$ cat src/rtl/rf_commit_serializer.sv
// Commit serializer: accepts up to two retired results per cycle, buffers them in
// program order and drains them to the single-write-port register file one per cycle.
module rf_commit_serializer #(
  parameter int DEPTH     = 4,
  parameter int ROB_IDX_W = 4,
  parameter int REG_IDX_W = 5,
  parameter int DATA_W    = 32
) (
  input  logic                   clk_in,
  input  logic                   rst_in,
  input  logic                   rdy_in,
  input  logic                   clr_in,
  input  logic                   c0_valid,
  input  logic [ROB_IDX_W-1:0]   c0_rob_index,
  input  logic [REG_IDX_W-1:0]   c0_rd,
  input  logic [DATA_W-1:0]      c0_val,
  input  logic                   c1_valid,
  input  logic [ROB_IDX_W-1:0]   c1_rob_index,
  input  logic [REG_IDX_W-1:0]   c1_rd,
  input  logic [DATA_W-1:0]      c1_val,
  output logic                   commit_ready,
  output logic                   reg_commit,
  output logic [ROB_IDX_W-1:0]   reg_rob_index,
  output logic [REG_IDX_W-1:0]   reg_index,
  output logic [DATA_W-1:0]      reg_val,
  input  logic [REG_IDX_W-1:0]   lk_rs1_pos,
  input  logic [REG_IDX_W-1:0]   lk_rs2_pos,
  output logic                   lk_rs1_hit,
  output logic                   lk_rs2_hit,
  output logic [DATA_W-1:0]      lk_rs1_val,
  output logic [DATA_W-1:0]      lk_rs2_val,
  output logic                   drained,
  output logic [$clog2(DEPTH):0] count
);

  localparam int PW = $clog2(DEPTH);
  localparam int CW = PW + 1;

  logic [PW-1:0]        r_head;
  logic [PW-1:0]        r_tail;
  logic [CW-1:0]        r_count;
  logic [REG_IDX_W-1:0] r_rd  [DEPTH];
  logic [ROB_IDX_W-1:0] r_rob [DEPTH];
  logic [DATA_W-1:0]    r_val [DEPTH];
  logic                 r_commit;
  logic [ROB_IDX_W-1:0] r_out_rob;
  logic [REG_IDX_W-1:0] r_out_rd;
  logic [DATA_W-1:0]    r_out_val;

  logic                 w_ready;
  logic                 w_en0;
  logic                 w_en1;
  logic                 w_pop;
  logic [PW-1:0]        w_slot1;
  logic [REG_IDX_W-1:0] w_lk_pos [2];
  logic                 w_lk_hit [2];
  logic [DATA_W-1:0]    w_lk_val [2];
  logic                 w_unused_clr;

  // Flush never discards anything here: buffered entries are already architectural.
  assign w_unused_clr = clr_in;

  assign w_ready = rdy_in && (r_count <= CW'(DEPTH - 2));
  assign w_en0   = w_ready && c0_valid && (c0_rd != '0);
  assign w_en1   = w_ready && c1_valid && (c1_rd != '0);
  assign w_pop   = rdy_in && (r_count != '0);
  assign w_slot1 = r_tail + PW'(w_en0);

  always_ff @(posedge clk_in or negedge rst_in) begin
    if (!rst_in) begin
      r_head    <= '0;
      r_tail    <= '0;
      r_count   <= '0;
      r_commit  <= 1'b0;
      r_out_rob <= '0;
      r_out_rd  <= '0;
      r_out_val <= '0;
    end else if (rdy_in) begin
      r_tail  <= r_tail + PW'(w_en0) + PW'(w_en1);
      r_count <= r_count + CW'(w_en0) + CW'(w_en1) - CW'(w_pop);
      if (w_pop) begin
        r_head    <= r_head + PW'(1);
        r_commit  <= 1'b1;
        r_out_rob <= r_rob[r_head];
        r_out_rd  <= r_rd[r_head];
        r_out_val <= r_val[r_head];
      end else begin
        r_commit <= 1'b0;
      end
    end
  end

  always_ff @(posedge clk_in) begin
    if (w_en0) begin
      r_rd[r_tail]  <= c0_rd;
      r_rob[r_tail] <= c0_rob_index;
      r_val[r_tail] <= c0_val;
    end
    if (w_en1) begin
      r_rd[w_slot1]  <= c1_rd;
      r_rob[w_slot1] <= c1_rob_index;
      r_val[w_slot1] <= c1_val;
    end
  end

  assign w_lk_pos[0] = lk_rs1_pos;
  assign w_lk_pos[1] = lk_rs2_pos;

  // Scan oldest to youngest so the youngest matching write is the one that sticks.
  always_comb begin
    for (int p = 0; p < 2; p++) begin
      w_lk_hit[p] = 1'b0;
      w_lk_val[p] = '0;
      if (w_lk_pos[p] != '0) begin
        if (r_commit && (r_out_rd == w_lk_pos[p])) begin
          w_lk_hit[p] = 1'b1;
          w_lk_val[p] = r_out_val;
        end
        for (int i = 0; i < DEPTH; i++) begin
          if ((CW'(i) < r_count) && (r_rd[r_head + PW'(i)] == w_lk_pos[p])) begin
            w_lk_hit[p] = 1'b1;
            w_lk_val[p] = r_val[r_head + PW'(i)];
          end
        end
      end
    end
  end

  assign lk_rs1_hit    = w_lk_hit[0];
  assign lk_rs1_val    = w_lk_val[0];
  assign lk_rs2_hit    = w_lk_hit[1];
  assign lk_rs2_val    = w_lk_val[1];
  assign commit_ready  = w_ready;
  assign reg_commit    = r_commit;
  assign reg_rob_index = r_out_rob;
  assign reg_index     = r_out_rd;
  assign reg_val       = r_out_val;
  assign drained       = (r_count == '0) && !r_commit;
  assign count         = r_count;

endmodule

$ cat config.mk
export PLATFORM = sky130hd
export DESIGN_NAME = rf_commit_serializer
export DESIGN_NICKNAME = d
export VERILOG_FILES = /design/src/rtl/rf_commit_serializer.sv
export SDC_FILE = /design/constraint.sdc
export NUM_CORES = 1
export LEC_CHECK = 0
export BUFFER_PORTS_ARGS = -buffer_cell sky130_fd_sc_hd__buf_2
export CORE_MARGIN = 2
export CORE_UTILIZATION = 59
export CTS_BUF_LIST = sky130_fd_sc_hd__clkbuf_8 sky130_fd_sc_hd__clkbuf_16
export DETAILED_ROUTE_END_ITERATION = 8
export GPL_TIMING_DRIVEN = 0
export HOLD_SLACK_MARGIN = 0.15
export MAX_ROUTING_LAYER = met4
export PLACE_DENSITY = 0.88
export SYNTH_ARGS = -nofsm -noshare
export SYNTH_HDL_FRONTEND = slang
export SYNTH_SLANG_ARGS = --single-unit
$ cat constraint.sdc
create_clock -name clk_in -period 5.8 [get_ports clk_in]
set_input_delay 0.29 -clock clk_in [delete_from_list [all_inputs] [get_ports clk_in]]
set_output_delay 0.29 -clock clk_in [all_outputs]
set_load 0.05 [all_outputs]
Yosys cells after proc, flatten, opt, wreduce, memory -nomap -nowiden --
Memories as Yosys holds them, arrays and structs flattened. A register that Yosys moved wholly into a read port is not among the register bits. Cells that the tools add are included.
Word-level totals: register bits 45, bits in latches 0, memory bits (writable) 164, ROM bits 0, input port bits 98, output and inout port bits 113, word-level logic and storage cells 87, memories 3
Operators by class: add/sub/neg operators 8, multiply operators 0, divide/modulo/power cells 0, magnitude comparators 5, eq/ne operators 10, shift-type cells 0, muxes and demuxes 29, bitwise operators 0, reductions and logical operators 26
Memories:
- r_val | depth 4, bits a word 32, rd ports 4, clocked after Yosys merged registers in 0, wr ports 2, RTL line 44 | logic [DATA_W-1:0] r_val [DEPTH];
- r_rd | depth 4, bits a word 5, rd ports 4, clocked after Yosys merged registers in 0, wr ports 2, RTL line 42 | logic [REG_IDX_W-1:0] r_rd [DEPTH];
- r_rob | depth 4, bits a word 4, rd ports 1, clocked after Yosys merged registers in 1, wr ports 2, RTL line 43 | logic [ROB_IDX_W-1:0] r_rob [DEPTH];
Operator list (number):
- $mux W32 | 12
- $eq A5 B5 Y1 | 10
- $reduce_bool A5 Y1 | 4
- $logic_and A1 B1 Y1 | 17
- $mux W1 | 17
- $add A3 B1 Y3 | 2
- $lt A1 B3 Y1 const A | 2
- $lt A2 B3 Y1 const A | 2
- $add A2 B1 Y2 | 2
- $add A2 B2 Y2 const B | 2
- $le A3 B2 Y1 const B | 1
- $logic_not A3 Y1 | 1
- $reduce_bool A3 Y1 | 1
- $sub A3 B1 Y3 | 1
- $add A2 B1 Y2 const B | 1
- $logic_not A1 Y1 | 2
- $reduce_and A2 Y1 | 1

Longest topological paths before layout --
depth after elaboration 8, depth in mapped cells 12, gate-level depth less buffers 12

Least setup slack after synthesis --
No wires, ideal clock.
path kind register to register, from reg r_count[1] (netlist: count[1]), to mem r_rd[1][0], enable pin, setup time 496 ps, data arrival time 4786 ps, data required time 5304 ps, setup slack 518 ps, stages on the path, launching flop included 9, path buffers 1, period minus slack after synthesis 5282 ps, cells stage by stage dfrtp_1 inv_1 ha_1 clkbuf_1 o21ai_0 or2_2 inv_1 nand2_1 o21ai_0
RTL lines:
- start: declaration | RTL line 41 | logic [CW-1:0] r_count;
- start signal: assignment | RTL line 80 | r_count <= r_count + CW'(w_en0) + CW'(w_en1) - CW'(w_pop);
- end: declaration | RTL line 42

==> flow_metrics.env <==
export IMPL_core_um2=26200
export IMPL_syn_nets=1339
export IMPL_use_met1_pct=51.0
export IMPL_startpoint="count[2]"
export IMPL_placed_cells=1771
export IMPL_slew_violations=7
export IMPL_die_height_um=168
export IMPL_die_area_um2=28100
export IMPL_startpoint_type="register"
export IMPL_violations="design-rule violations, max-capacitance violations, max-slew violations"
export IMPL_worstPathRequired_ns=6.08
export IMPL_place_congestion=0.989
export IMPL_fp_row_count=59
export IMPL_cts_buffers=24
export IMPL_nets=1685
export IMPL_die_width_um=168
export IMPL_ys_ff_latch=213
export IMPL_design_area_um2=19300
export IMPL_layout_common_cells="260 x buf_2, 167 x mux2_2, 164 x edfxtp_1"
export IMPL_antenna_found_initial=3
export IMPL_layout_cells_non_filler=1934
export IMPL_ys_flop_type="edfxtp_1"
export IMPL_grt_busiest_layer="met2"
export IMPL_power_density_nw_per_um2=555
export IMPL_p_leak_nw=7.21
export IMPL_status="finished with violations"
export IMPL_first_global_vias=14800
export IMPL_max_freq_mhz=177
export IMPL_synth_edf_count=164
export IMPL_path_class="register to register"
export IMPL_overflow=0
export IMPL_clk_pin_slew_ns=0.06
export IMPL_rr_endpoint="r_val[2][4]"
export IMPL_ant_nets=0
export IMPL_synth_sequential_area_ratio_pct=38.9
export IMPL_io_buffer_count=199
export IMPL_synth_cell_types=52
export IMPL_reg2regPathDepth=12
export IMPL_finalPower_mw=10.7
export IMPL_grt_usage_pct=42.2
export IMPL_drive_gt1_share_pct=42.2
export IMPL_critPathMaxFanout=10
export IMPL_finalClockSkew_ns=0.0278
export IMPL_worstPathArrival_ns=5.92
export IMPL_dp_hpwl_um=37700
export IMPL_firstDrtPassIters=9
export IMPL_cts_root_buffer="clkbuf_16"
export IMPL_hold_violations=0
export IMPL_grt_max_degree=50
export IMPL_wirelength_um=58100
export IMPL_dpl_cell_area_um2=17300
export IMPL_syn_avg_cell_area_um2=12.8
export IMPL_worstMarginPinSlew_ns=1.50
export IMPL_hold_path_class="input port to register"
export IMPL_cap_violations=1
export IMPL_use_met2_pct=63.1
export IMPL_slew_headroom_pct=-0.840
export IMPL_cts_tree="built"
export IMPL_end_kind="register"
export IMPL_routed_via_density=7.70
export IMPL_clk_latency_ns=0.56
export IMPL_rsz0062_at_grt="no"
export IMPL_start_util_pct=60.3
export IMPL_grt_pass1_wl_um=87700
export IMPL_hold_ws_ns=0.141
export IMPL_drc=8
export IMPL_final_common_cell="buf_2"
export IMPL_htree_levels=1
export IMPL_syn_area_um2=15800
export IMPL_post_cts_buffers=0
export IMPL_routedWlPerCell_um=30.0
export IMPL_fin_crit_sh_pct=97.3
export IMPL_crit_end="r_val[2][4]"
export IMPL_clock_sinks=213
export IMPL_ctsLongestPathBuffers=3
export IMPL_setup_viol=0
export IMPL_layout_area_overhead_vs_synth_pct=22.2
export IMPL_yosysWarnings=0
export IMPL_initialDrtViolationCount=2940
export IMPL_regToRegStartpoint="count[2]"
export IMPL_vias=14900
export IMPL_r2r_setup_slack_ns=0.16
export IMPL_syn_instance_count=1234
export IMPL_async_flop_share_pct=23.0
export IMPL_vdd_drop_max_v=0.000485
export IMPL_grtUsageMet3_pct=13.7
export IMPL_tns_ns=0
export IMPL_ios=211
export IMPL_period_needed_ns=5.64
-- cells by family after synthesis --
family	synth area share (%)
xor+xnor	3.19
compound gates	11.1
flops	38.9
simple gates	8.06
fa+ha+maj	0.649
buf+inv	4.32
mux	33.7
-- state kept, by name, summed over array words and instances (netlist names) --
name / flops
r_val: 128
count: 3
reg_commit: 1
r_rob: 16
r_rd: 20
reg_index: 5
reg_rob_index: 4
r_tail: 2
r_head: 2
reg_val: 32
-- how the worst min path moves through the flow --
stage / from / end / slack [ns] / depth (start not counted)
2_1_floorplan: rst_in / count[0] / -0.006 / 0
3_3_place_gp: reg_rob_index[2] / reg_rob_index[2] / 0.49 / 2
3_5_place_dp: reg_rob_index[0] / reg_rob_index[0] / 0.48 / 2
4_1_cts: c1_val[0] / r_val[1][0] / 0.15 / 2
5_1_grt: c1_rd[0] / r_rd[3][0] / 0.15 / 2
6_report: c1_rd[0] / r_rd[3][0] / 0.14 / 2
-- metrics by stage --
| stage | setup WS (ns) | util [%] |
|---|---|---|
| floorplan | 0.518 | - |
| global placement | -2.42 | 65.7 |
| detailed placement | 0.311 | 66.0 |
| CTS | 0.330 | 73.6 |
| global route | 0.171 | 73.7 |
| finish | 0.157 | 73.7 |
-- synthesized netlist by cell type (6+ instances only) --
cell type | instances | area share (%)
a221oi_1 | 64 | 3.5
a32oi_1 | 64 | 3.5
buf_2 | 61 | 1.9
buf_6 | 6 | 0.43
clkbuf_1 | 56 | 1.3
dfrtp_1 | 49 | 7.8
edfxtp_1 | 164 | 31
inv_1 | 11 | 0.26
mux2_2 | 167 | 12
mux4_2 | 150 | 21
nand2_1 | 136 | 3.2
nor2_1 | 73 | 1.7
o21ai_0 | 8 | 0.25
o31ai_1 | 64 | 3.0
or2_2 | 34 | 1.3
xnor2_1 | 29 | 1.6
xor2_1 | 23 | 1.3
-- metal layers --
| metal | part of all wire [%] | vias up | wire [um] |
|---|---|---|---|
| met4 | 8.2 | 0 | 4740 |
| li1 | - | 5699 | - |
| met5 | 0 | - | 0 |
| met3 | 16 | 473 | 9180 |
| met2 | 44 | 1699 | 25600 |
| met1 | 32 | 7029 | 18500 |
-- power by group --
| group | total [mW] | switching [mW] | leakage [nW] | internal [mW] |
|---|---|---|---|---|
| clock | 1.65 | 0.678 | 0.420 | 0.976 |
| sequential | 2.51 | 0.437 | 2.08 | 2.08 |
| combinational | 6.55 | 4.17 | 4.70 | 2.38 |
-- final cells by class --
class,count,area (um2)
clock buffers,27,653
well taps,335,419
fillers,1609,6900
multi-input cells,880,9000
repair buffers,320,2230
diodes,3,7.51
plain buffers,129,638
flip-flops and latches,213,6150
inverters,12,45.0
clock inverters,15,164
-- worst max-delay path, cell delays in order, from the launching register on --
cell,delay (ns)
dfrtp_1,0.50
inv_1,0.15
ha_1,0.15
clkbuf_1,0.74
o21ai_0,0.31
or2_2,0.40
inv_1,0.13
ha_1,0.25
xnor2_1,0.12
nor3_1,1.15
buf_2,0.54
mux2_2,0.38
dlygate4sd3_1,0.56
-- timing repair --
| action | in CTS | in global routing |
|---|---|---|
| endpoints found under the setup margin | 0 | 41 |
| hold endpoints to repair | 204 | 1 |
| hold buffers | 116 | 1 |
| resized for setup | 0 | 1 |
No activity file was read; power rests on OpenSTA's default activity.
